### src/rtl/pe_sched_pkg.sv
// Shared types and default sizing for the PE row scheduler.
// Contents: per-PE lifecycle enum, load/drain FSM state enums, and the
// default job geometry used by the interface, top and drain sub-module.
package pe_sched_pkg;

    localparam int unsigned DEF_NUM_PE   = 4;
    localparam int unsigned DEF_DW       = 32;
    localparam int unsigned DEF_FILT_LEN = 3;
    localparam int unsigned DEF_IMAP_LEN = 5;
    localparam int unsigned DEF_OUT_LEN  = DEF_IMAP_LEN - DEF_FILT_LEN + 1;

    typedef enum logic [1:0] {
        PE_FREE    = 2'd0,
        PE_LOADING = 2'd1,
        PE_RUNNING = 2'd2,
        PE_DONE    = 2'd3
    } pe_state_t;

    typedef enum logic [1:0] {
        LD_IDLE  = 2'd0,
        LD_LOAD  = 2'd1,
        LD_START = 2'd2
    } load_state_t;

    typedef enum logic {
        DR_IDLE  = 1'b0,
        DR_DRAIN = 1'b1
    } drain_state_t;

endpackage

### src/rtl/pe_row_sched_if.sv
// Bundle of the job input stream, PE-bank load/start/done/readback bus and
// psum output stream of the scheduler.
// master: scheduler side (drives in_ready, pe_load_*, pe_start, pe_rd_idx,
//         out_valid/out_data/out_pe/out_last, err).
// slave : environment side (drives in_valid/in_data, pe_done, pe_psum,
//         out_ready).
interface pe_row_sched_if
    import pe_sched_pkg::*;
#(
    parameter int unsigned NUM_PE = DEF_NUM_PE,
    parameter int unsigned DW     = DEF_DW
);
    logic                 in_valid;
    logic                 in_ready;
    logic [DW-1:0]        in_data;
    logic [NUM_PE-1:0]    pe_load_en;
    logic                 pe_load_sel;
    logic [3:0]           pe_load_idx;
    logic [DW-1:0]        pe_load_data;
    logic [NUM_PE-1:0]    pe_start;
    logic [NUM_PE-1:0]    pe_done;
    logic [3:0]           pe_rd_idx;
    logic [NUM_PE*DW-1:0] pe_psum;
    logic                 out_valid;
    logic                 out_ready;
    logic [DW-1:0]        out_data;
    logic [2:0]           out_pe;
    logic                 out_last;
    logic                 err;

    modport master (
        input  in_valid, in_data, pe_done, pe_psum, out_ready,
        output in_ready, pe_load_en, pe_load_sel, pe_load_idx, pe_load_data,
               pe_start, pe_rd_idx, out_valid, out_data, out_pe, out_last, err
    );

    modport slave (
        output in_valid, in_data, pe_done, pe_psum, out_ready,
        input  in_ready, pe_load_en, pe_load_sel, pe_load_idx, pe_load_data,
               pe_start, pe_rd_idx, out_valid, out_data, out_pe, out_last, err
    );
endinterface

### src/rtl/pe_sched_drain.sv
// Drain side of the scheduler: walks PEs in issue order, waits for the PE at
// drain_ptr to be DONE, then streams its OUT_LEN psums over valid/ready.
// Ports: pe_is_done (per-PE DONE flags), pe_psum (all PE readback slices),
// out_ready in; pe_rd_idx, out_valid/out_data/out_pe/out_last, and free_c
// (one-cycle one-hot release of the drained PE) out.
module pe_sched_drain
    import pe_sched_pkg::*;
#(
    parameter int unsigned NUM_PE  = DEF_NUM_PE,
    parameter int unsigned DW      = DEF_DW,
    parameter int unsigned OUT_LEN = DEF_OUT_LEN
) (
    input  logic                 clk,
    input  logic                 rst,
    input  logic [NUM_PE-1:0]    pe_is_done,
    input  logic [NUM_PE*DW-1:0] pe_psum,
    input  logic                 out_ready,
    output logic [3:0]           pe_rd_idx,
    output logic                 out_valid,
    output logic [DW-1:0]        out_data,
    output logic [2:0]           out_pe,
    output logic                 out_last,
    output logic [NUM_PE-1:0]    free_c
);
    localparam int unsigned PTR_W = (NUM_PE > 1) ? $clog2(NUM_PE) : 1;

    drain_state_t     state_q, state_d;
    logic [PTR_W-1:0] drain_ptr_q, drain_ptr_d;
    logic [3:0]       rd_idx_q, rd_idx_d;

    // State register
    always_ff @(posedge clk or negedge rst) begin
        if (!rst) begin
            state_q     <= DR_IDLE;
            drain_ptr_q <= '0;
            rd_idx_q    <= '0;
        end else begin
            state_q     <= state_d;
            drain_ptr_q <= drain_ptr_d;
            rd_idx_q    <= rd_idx_d;
        end
    end

    // Next state: one job at a time, strictly in issue order
    always_comb begin
        state_d     = state_q;
        drain_ptr_d = drain_ptr_q;
        rd_idx_d    = rd_idx_q;
        free_c      = '0;
        case (state_q)
            DR_IDLE: begin
                rd_idx_d = '0;
                if (pe_is_done[drain_ptr_q]) state_d = DR_DRAIN;
            end
            DR_DRAIN: begin
                if (out_ready) begin
                    if (rd_idx_q == 4'(OUT_LEN - 1)) begin
                        free_c      = NUM_PE'(1) << drain_ptr_q;
                        drain_ptr_d = (drain_ptr_q == PTR_W'(NUM_PE - 1)) ?
                                      '0 : drain_ptr_q + PTR_W'(1);
                        rd_idx_d    = '0;
                        state_d     = DR_IDLE;
                    end else begin
                        rd_idx_d = rd_idx_q + 4'd1;
                    end
                end
            end
            default: state_d = DR_IDLE;
        endcase
    end

    // Psum path is a plain mux; the PE holds its psums stable until freed
    assign out_valid = (state_q == DR_DRAIN);
    assign out_data  = pe_psum[drain_ptr_q*DW +: DW];
    assign out_pe    = 3'(drain_ptr_q);
    assign out_last  = out_valid && (rd_idx_q == 4'(OUT_LEN - 1));
    assign pe_rd_idx = rd_idx_q;

endmodule

### src/rtl/pe_row_sched.sv
// Round-robin job scheduler for a bank of NUM_PE row-convolution PEs.
// Loads each incoming job (FILT_LEN weights, then IMAP_LEN ifmap words) into
// the next free PE, pulses its start, tracks per-PE lifecycle and hands DONE
// PEs to the drain sub-module, which returns psums in issue order.
// Ports: clk, rst (async, active-low) and the bus interface (master side):
// job stream in, PE load/start/done/readback, psum stream out, sticky err.
module pe_row_sched
    import pe_sched_pkg::*;
#(
    parameter int unsigned NUM_PE   = DEF_NUM_PE,
    parameter int unsigned DW       = DEF_DW,
    parameter int unsigned FILT_LEN = DEF_FILT_LEN,
    parameter int unsigned IMAP_LEN = DEF_IMAP_LEN
) (
    input logic            clk,
    input logic            rst,
    pe_row_sched_if.master bus
);
    localparam int unsigned OUT_LEN = IMAP_LEN - FILT_LEN + 1;
    localparam int unsigned JOB_LEN = FILT_LEN + IMAP_LEN;
    localparam int unsigned PTR_W   = (NUM_PE > 1) ? $clog2(NUM_PE) : 1;
    localparam int unsigned WC_W    = $clog2(JOB_LEN);

    load_state_t       ld_state_q, ld_state_d;
    logic [WC_W-1:0]   wc_q, wc_d;
    logic [PTR_W-1:0]  issue_ptr_q, issue_ptr_d;
    logic [NUM_PE-1:0] load_en_q, load_en_d;
    logic              load_sel_q, load_sel_d;
    logic [3:0]        load_idx_q, load_idx_d;
    logic [DW-1:0]     load_data_q, load_data_d;
    logic [NUM_PE-1:0] start_q, start_d;
    logic              err_q, err_d;
    pe_state_t         pe_state_q [NUM_PE];
    pe_state_t         pe_state_d [NUM_PE];
    logic [NUM_PE-1:0] pe_is_done;
    logic [NUM_PE-1:0] free_c;
    logic [NUM_PE-1:0] issue_oh;

    assign issue_oh = NUM_PE'(1) << issue_ptr_q;

    // State register
    always_ff @(posedge clk or negedge rst) begin
        if (!rst) begin
            ld_state_q  <= LD_IDLE;
            wc_q        <= '0;
            issue_ptr_q <= '0;
            load_en_q   <= '0;
            load_sel_q  <= 1'b0;
            load_idx_q  <= '0;
            load_data_q <= '0;
            start_q     <= '0;
            err_q       <= 1'b0;
            for (int k = 0; k < NUM_PE; k++) pe_state_q[k] <= PE_FREE;
        end else begin
            ld_state_q  <= ld_state_d;
            wc_q        <= wc_d;
            issue_ptr_q <= issue_ptr_d;
            load_en_q   <= load_en_d;
            load_sel_q  <= load_sel_d;
            load_idx_q  <= load_idx_d;
            load_data_q <= load_data_d;
            start_q     <= start_d;
            err_q       <= err_d;
            for (int k = 0; k < NUM_PE; k++) pe_state_q[k] <= pe_state_d[k];
        end
    end

    // Load FSM plus per-PE lifecycle updates
    always_comb begin
        ld_state_d  = ld_state_q;
        wc_d        = wc_q;
        issue_ptr_d = issue_ptr_q;
        load_en_d   = '0;
        load_sel_d  = load_sel_q;
        load_idx_d  = load_idx_q;
        load_data_d = load_data_q;
        start_d     = '0;
        err_d       = err_q;
        for (int k = 0; k < NUM_PE; k++) pe_state_d[k] = pe_state_q[k];

        case (ld_state_q)
            LD_IDLE: begin
                if (pe_state_q[issue_ptr_q] == PE_FREE) begin
                    pe_state_d[issue_ptr_q] = PE_LOADING;
                    wc_d                    = '0;
                    ld_state_d              = LD_LOAD;
                end
            end
            LD_LOAD: begin
                if (bus.in_valid) begin
                    load_en_d   = issue_oh;
                    load_sel_d  = (wc_q >= WC_W'(FILT_LEN));
                    load_idx_d  = load_sel_d ? 4'(wc_q - WC_W'(FILT_LEN)) : 4'(wc_q);
                    load_data_d = bus.in_data;
                    if (wc_q == WC_W'(JOB_LEN - 1)) begin
                        wc_d       = '0;
                        ld_state_d = LD_START;
                    end else begin
                        wc_d = wc_q + WC_W'(1);
                    end
                end
            end
            LD_START: begin
                // Registered start lands one cycle after the final load strobe
                start_d                 = issue_oh;
                pe_state_d[issue_ptr_q] = PE_RUNNING;
                issue_ptr_d             = (issue_ptr_q == PTR_W'(NUM_PE - 1)) ?
                                          '0 : issue_ptr_q + PTR_W'(1);
                ld_state_d              = LD_IDLE;
            end
            default: ld_state_d = LD_IDLE;
        endcase

        // Done is latched so a PE can finish while another one drains
        for (int k = 0; k < NUM_PE; k++) begin
            if (bus.pe_done[k]) begin
                if (pe_state_q[k] == PE_RUNNING) pe_state_d[k] = PE_DONE;
                else                             err_d         = 1'b1;
            end
            if (free_c[k]) pe_state_d[k] = PE_FREE;
        end
    end

    always_comb begin
        for (int k = 0; k < NUM_PE; k++) pe_is_done[k] = (pe_state_q[k] == PE_DONE);
    end

    pe_sched_drain #(
        .NUM_PE  (NUM_PE),
        .DW      (DW),
        .OUT_LEN (OUT_LEN)
    ) u_drain (
        .clk        (clk),
        .rst        (rst),
        .pe_is_done (pe_is_done),
        .pe_psum    (bus.pe_psum),
        .out_ready  (bus.out_ready),
        .pe_rd_idx  (bus.pe_rd_idx),
        .out_valid  (bus.out_valid),
        .out_data   (bus.out_data),
        .out_pe     (bus.out_pe),
        .out_last   (bus.out_last),
        .free_c     (free_c)
    );

    assign bus.in_ready     = (ld_state_q == LD_LOAD);
    assign bus.pe_load_en   = load_en_q;
    assign bus.pe_load_sel  = load_sel_q;
    assign bus.pe_load_idx  = load_idx_q;
    assign bus.pe_load_data = load_data_q;
    assign bus.pe_start     = start_q;
    assign bus.err          = err_q;

endmodule

### src/flat_wrapper.sv
// flat-port wrapper written by rule: the top's interface ports become plain ports
module pe_row_sched_flat import pe_sched_pkg::*;
#(
    parameter int unsigned NUM_PE   = DEF_NUM_PE,
    parameter int unsigned DW       = DEF_DW,
    parameter int unsigned FILT_LEN = DEF_FILT_LEN,
    parameter int unsigned IMAP_LEN = DEF_IMAP_LEN
)
  (clk, rst, bus_in_valid, bus_in_data, bus_pe_done, bus_pe_psum, bus_out_ready, bus_in_ready, bus_pe_load_en, bus_pe_load_sel, bus_pe_load_idx, bus_pe_load_data, bus_pe_start, bus_pe_rd_idx, bus_out_valid, bus_out_data, bus_out_pe, bus_out_last, bus_err);
  pe_row_sched_if #(.NUM_PE(NUM_PE), .DW(DW)) bus_i ();
  input logic clk;
  input logic rst;
  input wire logic [$bits(bus_i.in_valid)-1:0] bus_in_valid;
  input wire logic [$bits(bus_i.in_data)-1:0] bus_in_data;
  input wire logic [$bits(bus_i.pe_done)-1:0] bus_pe_done;
  input wire logic [$bits(bus_i.pe_psum)-1:0] bus_pe_psum;
  input wire logic [$bits(bus_i.out_ready)-1:0] bus_out_ready;
  output wire logic [$bits(bus_i.in_ready)-1:0] bus_in_ready;
  output wire logic [$bits(bus_i.pe_load_en)-1:0] bus_pe_load_en;
  output wire logic [$bits(bus_i.pe_load_sel)-1:0] bus_pe_load_sel;
  output wire logic [$bits(bus_i.pe_load_idx)-1:0] bus_pe_load_idx;
  output wire logic [$bits(bus_i.pe_load_data)-1:0] bus_pe_load_data;
  output wire logic [$bits(bus_i.pe_start)-1:0] bus_pe_start;
  output wire logic [$bits(bus_i.pe_rd_idx)-1:0] bus_pe_rd_idx;
  output wire logic [$bits(bus_i.out_valid)-1:0] bus_out_valid;
  output wire logic [$bits(bus_i.out_data)-1:0] bus_out_data;
  output wire logic [$bits(bus_i.out_pe)-1:0] bus_out_pe;
  output wire logic [$bits(bus_i.out_last)-1:0] bus_out_last;
  output wire logic [$bits(bus_i.err)-1:0] bus_err;
  assign bus_i.in_valid = bus_in_valid;
  assign bus_i.in_data = bus_in_data;
  assign bus_i.pe_done = bus_pe_done;
  assign bus_i.pe_psum = bus_pe_psum;
  assign bus_i.out_ready = bus_out_ready;
  assign bus_in_ready = bus_i.in_ready;
  assign bus_pe_load_en = bus_i.pe_load_en;
  assign bus_pe_load_sel = bus_i.pe_load_sel;
  assign bus_pe_load_idx = bus_i.pe_load_idx;
  assign bus_pe_load_data = bus_i.pe_load_data;
  assign bus_pe_start = bus_i.pe_start;
  assign bus_pe_rd_idx = bus_i.pe_rd_idx;
  assign bus_out_valid = bus_i.out_valid;
  assign bus_out_data = bus_i.out_data;
  assign bus_out_pe = bus_i.out_pe;
  assign bus_out_last = bus_i.out_last;
  assign bus_err = bus_i.err;
  pe_row_sched #(.NUM_PE(NUM_PE), .DW(DW), .FILT_LEN(FILT_LEN), .IMAP_LEN(IMAP_LEN)) u_core (.clk(clk), .rst(rst), .bus(bus_i));
endmodule
### config.mk
export PLATFORM = sky130hd
export DESIGN_NAME = pe_row_sched_flat
export DESIGN_NICKNAME = d
export VERILOG_FILES = /design/src/rtl/pe_sched_pkg.sv /design/src/rtl/pe_row_sched_if.sv /design/src/rtl/pe_sched_drain.sv /design/src/rtl/pe_row_sched.sv /design/src/flat_wrapper.sv
export SDC_FILE = /design/constraint.sdc
export NUM_CORES = 1
export LEC_CHECK = 0
export BUFFER_PORTS_ARGS = -buffer_cell sky130_fd_sc_hd__buf_4
export CAP_MARGIN = 20
export CELL_PAD_IN_SITES_DETAIL_PLACEMENT = 1
export CELL_PAD_IN_SITES_GLOBAL_PLACEMENT = 1
export CORE_MARGIN = 4
export CORE_UTILIZATION = 32
export CTS_BUF_LIST = sky130_fd_sc_hd__clkbuf_8 sky130_fd_sc_hd__clkbuf_16
export DETAILED_ROUTE_END_ITERATION = 10
export GPL_TIMING_DRIVEN = 0
export PLACE_DENSITY = 0.83
export SLEW_MARGIN = 20
export SYNTH_ARGS = -nofsm -noshare
export SYNTH_HDL_FRONTEND = slang
export SYNTH_SLANG_ARGS = --single-unit
### constraint.sdc
create_clock -name clk -period 2.1 [get_ports clk]
set_clock_uncertainty 0.1 [all_clocks]
set_input_delay 0.315 -clock clk [delete_from_list [all_inputs] [get_ports clk]]
set_output_delay 0.315 -clock clk [all_outputs]
set_load 0.005 [all_outputs]
==> metrics.yaml <==
synth:
  synth-xor-area-share: 0.00448
  yosysWarningCount: 0
  ys_top_cells_by_area: "dfrtp_1 43%, mux4_2 20%, mux2_1 10%, ha_1 4.2%, nand2_1 1.5%"
  synth_nets: 474
  synth.distinct_cells: 46
  synth-simple-area-share: 0.0886
  syn_area_per_cell_um2: 13.4
  synth_top_family_by_area: "multiplexers"
  ys_ff_latch: 68
  syn_inst: 293
  ys_seq_area_frac: 0.435
  synthAdderAreaFrac: 0.0416
  synth_area_um2: 3910
  async_flop_share: 1.00
  synth_largest_area_cell: "dfrtp_1"
  synth_ff_type: "dfrtp_1"
  synth_compound_area_frac: 0.0748
  synth_mux_area_frac: 0.318
  synth_top_area_frac: 0.435
  synth_edf_count: 0
cells_and_area:
  syn2layout_area_growth_pct: 67.8
  final_cell_mix: "244 x buf_4, 67 x dfrtp_1, 35 x mux2_1, 34 x mux4_2, 23 x buf_6"
  final_net_count: 746
  final_common_cell: "buf_4"
  finish.instance_area_um2: 6570
  n_antenna_cell: 0
  drive_above_1_share: 0.586
worst_setup_path:
  crit_path_start_kind: "flip-flop"
  slowest_delay_ps: 500
  crit_fanout: 8
  crit_slowest_cell: "mux4_2"
  worst-path-buf-inv: 3
  path_class: "flip-flop to output port"
  arrival_ps: 1700
  cp_cell_sequence: "buf_12 -> clkbuf_16 -> mux4_2 -> buf_6"
  critPathCaptureType: "output port"
  critPathRequiredTime_ps: 1680
  crit_family: "multiplexers"
global_routing:
  grt_max_degree: 69
  grt_pass1_wl_mm: 23.1
  grt.busiest_layer: "met2"
  antenna_found_initial: 0
  use_met1: 0.193
  grt.total_usage: 0.211
  grtUsageMet3: 0.102
  grtUsageMet2: 0.407
  gr-total-overflow: 0
  grt_pass1_vias: 4279
placed_design:
  gp_congestion: 0.910
  dpl_cell_area_um2: 6000
  post-place-ws_ps: 27.4
  portBuffers: 254
  post-dp-hpwl_mm: 12.1
die:
  rows: 40
  coreArea_um2: 12000
  die_width_um: 119
  die_h_um: 119
  initial_core_util: 0.326
  dieArea_um2: 14100
  ios: 256
routing:
  drc: 0
  via_per_inst: 5.05
  drt_pass1_iterations: 4
  ant_nets: 0
  drtIter0Drc: 82
  vias: 3624
  wl_per_cell_um: 20.7
  wirelength_mm: 14.8
power_and_ir_drop:
  p_leak_nw: 3.16
  ir_drop_uv: 465
  totalPowerFinal_w: 0.00612
  p_per_area_nw_per_um2: 931
cts:
  cts_buffers: 9
  clkLatencyLatePin_ps: 330
  numClockSinks: 68
  clkTransAtPathRegs_ps: 60
  cts_tree: "done"
  h-tree-depth: 3
  cts_root_buffer: "clkbuf_16"
  cts_buffer_depth: 2
sta:
  setup_slack_ps: -19.3
  finalHoldViolCount: 0
  maxSlewHeadroom: 0.431
  timing.hold.ws_ps: 1.40
  rsz0062_at_grt: "true"
  fin_crit_sh: 1.01
  period_needed_ps: 2120
  setup_tns_ps: -171
  tightest_slew_ps: 853
  finalSetupViolations: 11
  report.final.slew_viol_count: 0
  fmax_mhz: 472
min_path:
  hold_class: "input pin to async pin"
status:
  violations: "setup timing"
  outcome: "complete, but fails checks"
flow_run:
  drv_cap: 0
## routing by layer
layer / vias to the layer above / routed length [um]
li1: 1650 / -
met1: 1771 / 4650
met2: 181 / 8190
met3: 22 / 1650
met4: 0 / 367
met5: - / 0
## where the power goes
group	switching [W]	leakage [nW]	internal, W
Clock	0.000561	0.158	0.00111
Combinational	0.000956	2.16	0.00136
Sequential	0.000347	0.843	0.00179
Total	0.00186	3.16	0.00425
## worst reg2reg max path, stage by stage, from the launching register on
cell,delay [ps]
dfrtp_1,430
inv_1,90
ha_1,240
nand4bb_1,230
clkbuf_1,400
o211ai_1,180
o22ai_1,150
## state kept, by name, indices dropped and copies added, names as in the netlist
signal,count
u_core.bus.pe_load_idx,4
u_core.ld_state_q,2
u_core.bus.pe_load_en,4
u_core.bus.err,1
u_core.bus.pe_start,4
u_core.u_drain.out_valid,1
u_core.issue_ptr_q,2
u_core.pe_state_q,8
u_core.bus.pe_load_sel,1
u_core.u_drain.pe_rd_idx,4
u_core.wc_q,3
u_core.u_drain.drain_ptr_q,2
u_core.bus.pe_load_data,32
## kinds of logic after synthesis
logic type | after synthesis
AND/OR/NAND/NOR | 61
adder cells (fa/ha/maj) | 13
other | 1
AO/OA/AOI/OAI | 42
XOR/XNOR | 2
multiplexers | 77
buffers and inverters | 29
flip-flops | 68
## cell usage after synthesis, drive strengths merged, types with 4 or more instances
cell,n
a21oi,7
and3,5
and3b,4
buf,13
clkbuf,4
dfrtp,68
ha,13
inv,12
mux2,39
mux2i,4
mux4,34
nand2,16
nor2,12
nor2b,4
o211a,4
o211ai,4
o21ai,6
o22ai,8
or2,4
## final cells by class
| class | instances | area [um2] |
|---|---|---|
| plain buffers | 17 | 149 |
| flip-flops and latches | 68 | 1700 |
| clock buffers | 11 | 253 |
| repair buffers | 261 | 2080 |
| clock inverters | 5 | 83.8 |
| fillers | 1269 | 5450 |
| inverters | 12 | 45.0 |
| multi-input cells | 196 | 2070 |
| well taps | 147 | 184 |
## per-stage QoR
step | cells | util
final | 717 | 0.547
after global routing | 717 | 0.547
after CTS | 715 | 0.542
after detailed placement | 694 | 0.500
after global placement | 694 | 0.500
after floorplan | 293 | -
## what timing repair did
action | in CTS | in global routing
gates resized for setup | 36 | 3
cloned | 0 | 2
hold buffers | 0 | 0
setup endpoints to repair | 32 | 32
buffers inserted | 5 | 0
## path summary, 6_finish.rpt
kind | startpoint | endpoint | slack [ps] | cells after the start
setup / recovery | u_core.u_drain.drain_ptr_q[0] | bus_out_data[30] | -20 | 4
hold / removal | rst | u_core.bus.pe_load_data[15] | 1 | 1
setup reg to reg | u_core.u_drain.pe_rd_idx[0] | u_core.pe_state_q[2] | 220 | 6
hold reg to reg | u_core.bus.pe_load_idx[3] | u_core.bus.pe_load_idx[3] | 380 | 1
max in group asynchronous | rst | u_core.u_drain.drain_ptr_q[0] | 1300 | 1
min in group clk | bus_in_data[16] | u_core.bus.pe_load_data[16] | 100 | 2
(Power assumes the default switching activity.)
